### src/rtl/line_rasterizer_pkg.sv
// Shared widths, display defaults and FSM encoding for the line rasterizer
// and any pixel stage that consumes its output.
package line_rasterizer_pkg;

  localparam int H_RES_DEF = 640;
  localparam int V_RES_DEF = 480;
  localparam int X_W       = 10;
  localparam int Y_W       = 9;
  localparam int C_W       = 8;
  localparam int ERR_W     = 12;

  typedef enum logic [1:0] {
    IDLE  = 2'd0,
    SETUP = 2'd1,
    DRAW  = 2'd2
  } state_t;

  typedef struct packed {
    logic [X_W-1:0]   x0;
    logic [X_W-1:0]   x1;
    logic [Y_W-1:0]   y0;
    logic [Y_W-1:0]   y1;
    logic [3*C_W-1:0] color;
  } cmd_t;

endpackage

### src/rtl/line_rasterizer.sv
// Bresenham line rasterizer: one command in, one pixel per step out with
// valid/ready backpressure; off-screen points are skipped one per cycle.
module line_rasterizer
  import line_rasterizer_pkg::*;
#(
  parameter int H_RES = H_RES_DEF,
  parameter int V_RES = V_RES_DEF
) (
  input  logic           pixclk,
  input  logic           reset,
  input  logic           cmd_valid,
  output logic           cmd_ready,
  input  logic [X_W-1:0] x0,
  input  logic [X_W-1:0] x1,
  input  logic [Y_W-1:0] y0,
  input  logic [Y_W-1:0] y1,
  input  logic [23:0]    color,
  output logic [X_W-1:0] xCoord,
  output logic [Y_W-1:0] yCoord,
  output logic [C_W-1:0] red_vect,
  output logic [C_W-1:0] green_vect,
  output logic [C_W-1:0] blue_vect,
  output logic           pix_valid,
  input  logic           pix_ready,
  output logic           busy,
  output logic           done
);

  state_t                  state;
  cmd_t                    cmd;
  logic [X_W-1:0]          cur_x;
  logic [Y_W-1:0]          cur_y;
  logic signed [ERR_W-1:0] dx, dy, err;
  logic                    sx_neg, sy_neg;

  logic [X_W-1:0]          adx;
  logic [Y_W-1:0]          ady;
  logic signed [ERR_W:0]   e2, dx_w, dy_w;
  logic                    step_x, step_y;
  logic signed [ERR_W-1:0] err_nxt;
  logic [X_W-1:0]          pt_x;
  logic [Y_W-1:0]          pt_y;
  logic                    pt_in, step_done, at_end;

  always_comb begin
    adx     = (cmd.x1 >= cmd.x0) ? cmd.x1 - cmd.x0 : cmd.x0 - cmd.x1;
    ady     = (cmd.y1 >= cmd.y0) ? cmd.y1 - cmd.y0 : cmd.y0 - cmd.y1;
    e2      = {err, 1'b0};
    dx_w    = {dx[ERR_W-1], dx};
    dy_w    = {dy[ERR_W-1], dy};
    step_x  = (e2 >= dy_w);
    step_y  = (e2 <= dx_w);
    // Both axis decisions come from the same pre-step error term.
    err_nxt = err + (step_x ? dy : '0) + (step_y ? dx : '0);
    if (state == SETUP) begin
      pt_x = cmd.x0;
      pt_y = cmd.y0;
    end else begin
      pt_x = cur_x;
      pt_y = cur_y;
      if (step_x) pt_x = sx_neg ? cur_x - X_W'(1) : cur_x + X_W'(1);
      if (step_y) pt_y = sy_neg ? cur_y - Y_W'(1) : cur_y + Y_W'(1);
    end
    pt_in     = (32'(pt_x) < 32'(H_RES)) && (32'(pt_y) < 32'(V_RES));
    // pix_valid already encodes in-bounds for the current point, so a
    // clipped point completes without waiting on downstream.
    step_done = (state == DRAW) && (!pix_valid || pix_ready);
    at_end    = (cur_x == cmd.x1) && (cur_y == cmd.y1);
  end

  always_ff @(posedge pixclk or posedge reset) begin
    if (reset) begin
      state      <= IDLE;
      cmd        <= '0;
      cur_x      <= '0;
      cur_y      <= '0;
      dx         <= '0;
      dy         <= '0;
      err        <= '0;
      sx_neg     <= 1'b0;
      sy_neg     <= 1'b0;
      cmd_ready  <= 1'b1;
      busy       <= 1'b0;
      done       <= 1'b0;
      pix_valid  <= 1'b0;
      xCoord     <= '0;
      yCoord     <= '0;
      red_vect   <= '0;
      green_vect <= '0;
      blue_vect  <= '0;
    end else begin
      done <= 1'b0;
      case (state)
        IDLE: begin
          if (cmd_valid && cmd_ready) begin
            cmd       <= '{x0: x0, x1: x1, y0: y0, y1: y1, color: color};
            state     <= SETUP;
            cmd_ready <= 1'b0;
            busy      <= 1'b1;
          end
        end
        SETUP: begin
          dx     <= {2'b0, adx};
          dy     <= '0 - {3'b0, ady};
          err    <= {2'b0, adx} - {3'b0, ady};
          sx_neg <= !(cmd.x0 < cmd.x1);
          sy_neg <= !(cmd.y0 < cmd.y1);
          cur_x  <= pt_x;
          cur_y  <= pt_y;
          pix_valid <= pt_in;
          xCoord    <= pt_in ? pt_x : '0;
          yCoord    <= pt_in ? pt_y : '0;
          {red_vect, green_vect, blue_vect} <= pt_in ? cmd.color : '0;
          state  <= DRAW;
        end
        DRAW: begin
          if (step_done) begin
            if (at_end) begin
              state      <= IDLE;
              done       <= 1'b1;
              busy       <= 1'b0;
              cmd_ready  <= 1'b1;
              pix_valid  <= 1'b0;
              xCoord     <= '0;
              yCoord     <= '0;
              red_vect   <= '0;
              green_vect <= '0;
              blue_vect  <= '0;
            end else begin
              cur_x     <= pt_x;
              cur_y     <= pt_y;
              err       <= err_nxt;
              pix_valid <= pt_in;
              xCoord    <= pt_in ? pt_x : '0;
              yCoord    <= pt_in ? pt_y : '0;
              {red_vect, green_vect, blue_vect} <= pt_in ? cmd.color : '0;
            end
          end
        end
        default: begin
          state     <= IDLE;
          cmd_ready <= 1'b1;
          busy      <= 1'b0;
          pix_valid <= 1'b0;
        end
      endcase
    end
  end

endmodule

### config.mk
export PLATFORM = sky130hd
export DESIGN_NAME = line_rasterizer
export DESIGN_NICKNAME = d
export VERILOG_FILES = /design/src/rtl/line_rasterizer_pkg.sv /design/src/rtl/line_rasterizer.sv
export SDC_FILE = /design/constraint.sdc
export NUM_CORES = 1
export LEC_CHECK = 0
export CORE_MARGIN = 4
export CORE_UTILIZATION = 35
export DETAILED_ROUTE_END_ITERATION = 10
export SLEW_MARGIN = 20
export SYNTH_ARGS = -nofsm -noshare
export SYNTH_HDL_FRONTEND = slang
export SYNTH_SLANG_ARGS = --single-unit
### constraint.sdc
create_clock -name pixclk -period 14.6 [get_ports pixclk]
set_input_delay 2.92 -clock pixclk [delete_from_list [all_inputs] [get_ports pixclk]]
set_output_delay 2.92 -clock pixclk [all_outputs]
set_load 0.01 [all_outputs]
==> results of run 1 <==
## metrics by stage
| step | instance area, um2 | setup WS, ps | utilization, % | total power, mW | cells |
|---|---|---|---|---|---|
| after floorplan | 11000 | 7250 | - | 0.470 | 1118 |
| after global placement | 12500 | 9470 | 40.6 | 0.491 | 1589 |
| after detailed placement | 12500 | 9420 | 40.6 | 0.491 | 1589 |
| after CTS | 13100 | 9470 | 42.6 | 0.979 | 1621 |
| after global routing | 13200 | 9050 | 42.7 | 1.00 | 1622 |
| final | 13200 | 9490 | 42.7 | 0.970 | 1622 |
## layer usage
layer / wire (um) / GRT usage [%] / up-vias
met5: 11 / 0 / -
met4: 585 / 4.58 / 2
met3: 1640 / 4.34 / 29
met2: 13000 / 27.0 / 192
met1: 13400 / 23.0 / 4097
li1: - / - / 4129
## area by class of cell
class                   count  share of cell area, %
inverters                  99                   2.86
flip-flops and latches    164                   31.2
clock buffers              21                   3.42
multi-input cells         811                   48.4
well taps                 396                   3.76
repair buffers            120                   9.12
clock inverters            11                   1.32
## flip-flops by register name, summed over array words and instances, names as in the netlist, 8 cells and up
| name | cells |
|---|---|
| cmd | 62 |
| err | 12 |
| cur_x | 10 |
| dx | 10 |
| dy | 10 |
| xCoord | 10 |
| cur_y | 9 |
| yCoord | 9 |
| blue_vect | 8 |
| green_vect | 8 |
| red_vect | 8 |
## where the power goes
group	internal (mW)	switching (mW)
registers	0.454	0
logic	0.0162	0.0119
clock network	0.293	0.195
total	0.763	0.207
## layout by cell type (no fill, tap or decap), drive strengths merged, types with 10 or more instances in the layout
| cell | instances |
|---|---|
| dfrtp | 163 |
| clkdlybuf4s50 | 112 |
| nand2 | 107 |
| inv | 102 |
| ha | 98 |
| o21ai | 77 |
| mux2 | 74 |
| a21oi | 55 |
| nor2 | 53 |
| xor2 | 33 |
| a21o | 30 |
| a22o | 28 |
| xnor2 | 26 |
| nor2b | 21 |
| clkbuf | 21 |
| a211oi | 19 |
| fa | 18 |
| mux2i | 17 |
| and2 | 12 |
| nor3 | 10 |
## kinds of logic after synthesis
family                   Yosys count  synth area share (%)
AO/OA/AOI/OAI                    288                  18.2
XOR/XNOR                          59                  4.69
adder cells (fa/ha/maj)          116                  14.4
multiplexers                      91                  9.11
AND/OR/NAND/NOR                  257                  11.1
buffers and inverters            143                  5.20
flip-flops                       164                  37.3
## worst paths after layout
check | from | end | slack (ps) | cells after the start
max | cmd[42] | err[9] | 9490 | 18
min | cmd[13] | green_vect[5] | 490 | 1
max reg2reg | cmd[42] | err[9] | 9490 | 18
min reg2reg | cmd[13] | green_vect[5] | 490 | 1
max in group asynchronous | reset | dx[2] | 10700 | 3
min in group asynchronous | reset | xCoord[5] | 2830 | 2
==> results.toml, run 1 <==
[setup_path]
crit_arrival_ps = 5400
crit_buf_inv = 2
crit_type = "flip-flop to flip-flop"
crit_slowest_cell = "o41ai_4"
worstPathCellList = "inv_1, ha_1, inv_1, fa_1, nand3_1, a31oi_1, o41ai_4, mux2_2, ha_1, nor2b_1, o21ai_0, a21boi_0, o21ai_0, a211oi_1, nor4_1, mux2_1, a2111oi_2, a21oi_1"
cp_top_family = "compound AO/OA/AOI/OAI gates"
start_kind = "flip-flop"
slowest_delay_ps = 890
critPathMaxFanout = 17
cp-end-kind = "flip-flop"
crit_required_ps = 14890

[run_status]
status = "complete, no violations"

[power_and_ir_drop]
power.density_mw_per_mm2 = 73.6
p_leak_nw = 6.14
ir_drop_mv = 0.0554

[route]
detail_route.vias_per_cell = 5.21
antenna_left = 0
drt_iter0_drc = 427
vias = 8449
wl_um = 28600
drc_errors = 0
avgRoutedWirePerCell_um = 17.6
first_pass_iters = 5

[worst_hold_path]
hp-class = "flip-flop to flip-flop"

[sta]
worstMarginPinSlew_ps = 986
hold_ws_ps = 488
setup-violations-final = 0
relSlewSlack_pct = 34.0
min_period_ps = 5110
finalHoldViolCount = 0
setup_tns_ps = 0
timing.final.crit_share_pct = 35.0
drv_slew = 0
rsz0062_at_grt = "no"
clock_skew_ps = 12.6
fmax_mhz = 196

[grt]
grt_pass1_vias = 8621
gr-total-overflow = 0
grt_max_degree = 112
grt_usage_pct = 17.0
grt_pass1_wl_um = 46300
antenna_found_initial = 1

[clock_tree]
clk_latency_ps = 430
holdBufCountCts = 0
cts_setup_buffers = 0
h-tree-depth = 4
path_clk_slew_ps = 70
cts_tree = "built"
cts.repair.resized = 0
clockBufferDepth = 2
cts_buffers = 17
root_buffer = "clkbuf_16"
cts_sinks = 164

[synth]
syn-cell-area_mm2 = 0.0110
syn_avg_cell_area_um2 = 9.85
yosysTopAreaCell = "dfrtp_1"
synth_area_leaders = "dfrtp_1, ha_1, mux2_2"
netlist_instances = 1118
synth_edf_count = 0
synth_nets = 1300
synthFlopType = "dfrtp_1"
yosysWarningCount = 0
synth_seq_area_share_pct = 37.3
ys_ff_latch = 164
yosysUniqueCellTypes = 78
synth_top_area_share_pct = 37.0
synthMostInstantiatedCell = "dfrtp_1"
async_reset_ff_share_pct = 100
ys_top_cells_by_count = "dfrtp_1, nand2_1, inv_1, ha_1, mux2_2"

[floorplan]
dieArea_mm2 = 0.0344
die_height_um = 185
rows = 64
die_w_um = 185
io_pins = 113
core-area_mm2 = 0.0308
start_util_pct = 35.7

[job]
drv_cap = 0

[cells_and_area]
nets = 1395
multi_input_area_mm2 = 0.00637
insertedDiodeCount = 0
fill_cells = 2926
area_growth_pct = 19.6
layout-drive-gt1-share_pct = 10.8
seq_area_mm2 = 0.00411

[placed_design]
portBuffers = 112
hpwl_um = 21300
gp_congestion = 0.886
Note: power is estimated with default switching activity, not from simulation.
==> run 2: changes to the inputs <==
clock period = 4.9 ns   (was 14.6 ns; I/O delays follow)
==> run 2 against run 1 <==
  * Via count decreased by 0.70%
  * Highest routed layer unchanged
  * Worst setup slack got worse by 9100 ps
  * Clock skew about the same
  * Largest cell class unchanged
  * Sequential power increased to 3.0 times the previous value
  * Critical path depth decreased by 2
  * First-iteration DRC count increased by 11%
==> results.toml, run 2 (same netlist as run 1, synthesis figures left out) <==
[floorplan]
io_pins = 113
core-area_mm2 = 0.0308
dieArea_mm2 = 0.0344
die_w_um = 185
start_util_pct = 35.7
rows = 64
die_height_um = 185

[clock_tree]
holdBufCountCts = 0
cts_buffers = 17
cts_tree = "built"
cts_sinks = 164
clk_latency_ps = 440
root_buffer = "clkbuf_16"
h-tree-depth = 4
path_clk_slew_ps = 70
clockBufferDepth = 2

[sta]
clock_skew_ps = 12.6
fmax_mhz = 221
relSlewSlack_pct = 35.3
setup-violations-final = 0
drv_slew = 0
finalHoldViolCount = 0
worstMarginPinSlew_ps = 970
timing.final.crit_share_pct = 92.4
setup_ws_ps = 372
setup_tns_ps = 0
min_period_ps = 4530
rsz0062_at_grt = "no"

[setup_path]
reg2reg_depth = 16
critPathMaxFanout = 9
crit_type = "flip-flop to flip-flop"
rr_endpoint = "err[9]"
crit_arrival_ps = 4840
crit_required_ps = 5210
r2r_start = "cmd[49]"
reg2reg_slack_ps = 370
cp-end-kind = "flip-flop"
start_kind = "flip-flop"

[grt]
grt_max_degree = 66
grt_pass1_vias = 8463
gr-total-overflow = 0
antenna_found_initial = 1
grt_pass1_wl_um = 45900
grt_usage_pct = 16.8

[placed_design]
portBuffers = 112
hpwl_um = 21400
dp_slack_ps = 316
gp_congestion = 0.860

[route]
detail_route.vias_per_cell = 5.13
first_pass_iters = 5
drt_iter0_drc = 473
avgRoutedWirePerCell_um = 17.2
vias = 8390
antenna_left = 0
wl_um = 28100
drc_errors = 0

[cells_and_area]
final_util_pct = 43.1
layout_commonest_cell = "dfrtp_1"
multi_input_area_mm2 = 0.00637
seq_area_mm2 = 0.00411
layout-drive-gt1-share_pct = 12.1
regMostFlops = "cmd"
nets = 1409
insertedDiodeCount = 0
mostFrequentLayoutCells = "dfrtp_1, clkdlybuf4s50_1, nand2_1"
fill_cells = 2925
largest_register_ffs = 62
area_growth_pct = 20.6
biggestRegsByFlops = "cmd x62, err x12"

[worst_hold_path]
hold_path.startpoint = "cmd[3]"
worstHoldEndpoint = "blue_vect[3]"
hp-class = "flip-flop to flip-flop"
holdPathStages = 1

[power_and_ir_drop]
pwr-share-seq_pct = 47.6
sw_frac_of_total_pct = 21.6
power.density_mw_per_mm2 = 214
clockPowerShare_pct = 49.4
ir_drop_mv = 0.187
p_switching_uw = 614
p_leak_nw = 6.21
p_int_mw = 2.23
comb_power_share_pct = 3.0

[job]
drv_cap = 0

[run_status]
status = "complete, no violations"
-- run 2: cell types whose count changed in the layout (fill, tap and decap cells not counted), sizes merged --
cell	delta
clkbuf	-2
clkinvlp	-1
inv	-3
buf	+14
clkinv	+5
bufinv	-1
-- run 2: power by group through the flow --
| stage | Combinational, mW | Sequential [mW] | Clock (mW) |
|---|---|---|---|
| 6_report | 0.0846 | 1.35 | 1.41 |
| 5_1_grt | 0.0943 | 1.35 | 1.49 |
| 3_5_place_dp | 0.0885 | 1.38 | 0 |
| 3_3_place_gp | 0.0880 | 1.38 | 0 |
| 4_1_cts | 0.0887 | 1.35 | 1.43 |
| 2_1_floorplan | 0.0207 | 1.38 | 0 |
-- run 2: what timing repair did --
item	in CTS	in global routing
gates resized for setup	0	5
setup buffers	0	0
endpoints found under the setup margin	0	3
-- run 2: final cells by class --
class | count | share of cell area (%)
multi-input cells | 811 | 48.0
flip-flops and latches | 164 | 30.9
repair buffers | 134 | 9.97
well taps | 396 | 3.73
clock buffers | 19 | 3.41
inverters | 99 | 2.83
clock inverters | 11 | 1.16
-- run 2: routing by layer --
| metal | part of all wire [%] | up-vias | wire length, um | GRT usage, % |
|---|---|---|---|---|
| met5 | 0.046 | - | 13 | 0 |
| met2 | 47 | 131 | 13200 | 27.5 |
| li1 | - | 4159 | - | - |
| met1 | 47 | 4079 | 13200 | 22.7 |
| met3 | 5.2 | 19 | 1460 | 4.54 |
| met4 | 0.83 | 2 | 233 | 2.94 |
-- run 2: stage by stage --
| stage | cell area, um2 | hold WS (ps) | std cells | total power [mW] |
|---|---|---|---|---|
| 2_1_floorplan | 11000 | 461 | 1118 | 1.40 |
| 3_3_place_gp | 12700 | 459 | 1604 | 1.47 |
| 6_report | 13300 | 482 | 1634 | 2.84 |
| 3_5_place_dp | 12700 | 464 | 1604 | 1.47 |
| 5_1_grt | 13300 | 513 | 1634 | 2.94 |
| 4_1_cts | 13300 | 485 | 1634 | 2.87 |
-- run 2: how the worst max path moves through the flow --
stage            start       to  depth (start not counted)
6_report       cmd[49]   err[9]                         16
3_5_place_dp    err[8]  err[10]                         16
2_1_floorplan    dy[9]   err[9]                         24
3_3_place_gp   cmd[42]   err[9]                         18
5_1_grt        cmd[49]   err[9]                         16
4_1_cts         err[8]  err[10]                         16
-- run 2: worst max-delay path, cell delays in order, from the launching register on --
cell       delay [ps]
dfrtp_1           440
inv_1              80
ha_1              410
a21oi_1           180
o21ai_1           130
o41ai_4           600
mux2_2            450
ha_1              280
nor2b_1           120
o21ai_0           110
a21boi_0          240
o21ai_0           200
a211oi_1          430
nor4_1            100
mux2_1            320
a2111oi_2         270
a21oi_1            70
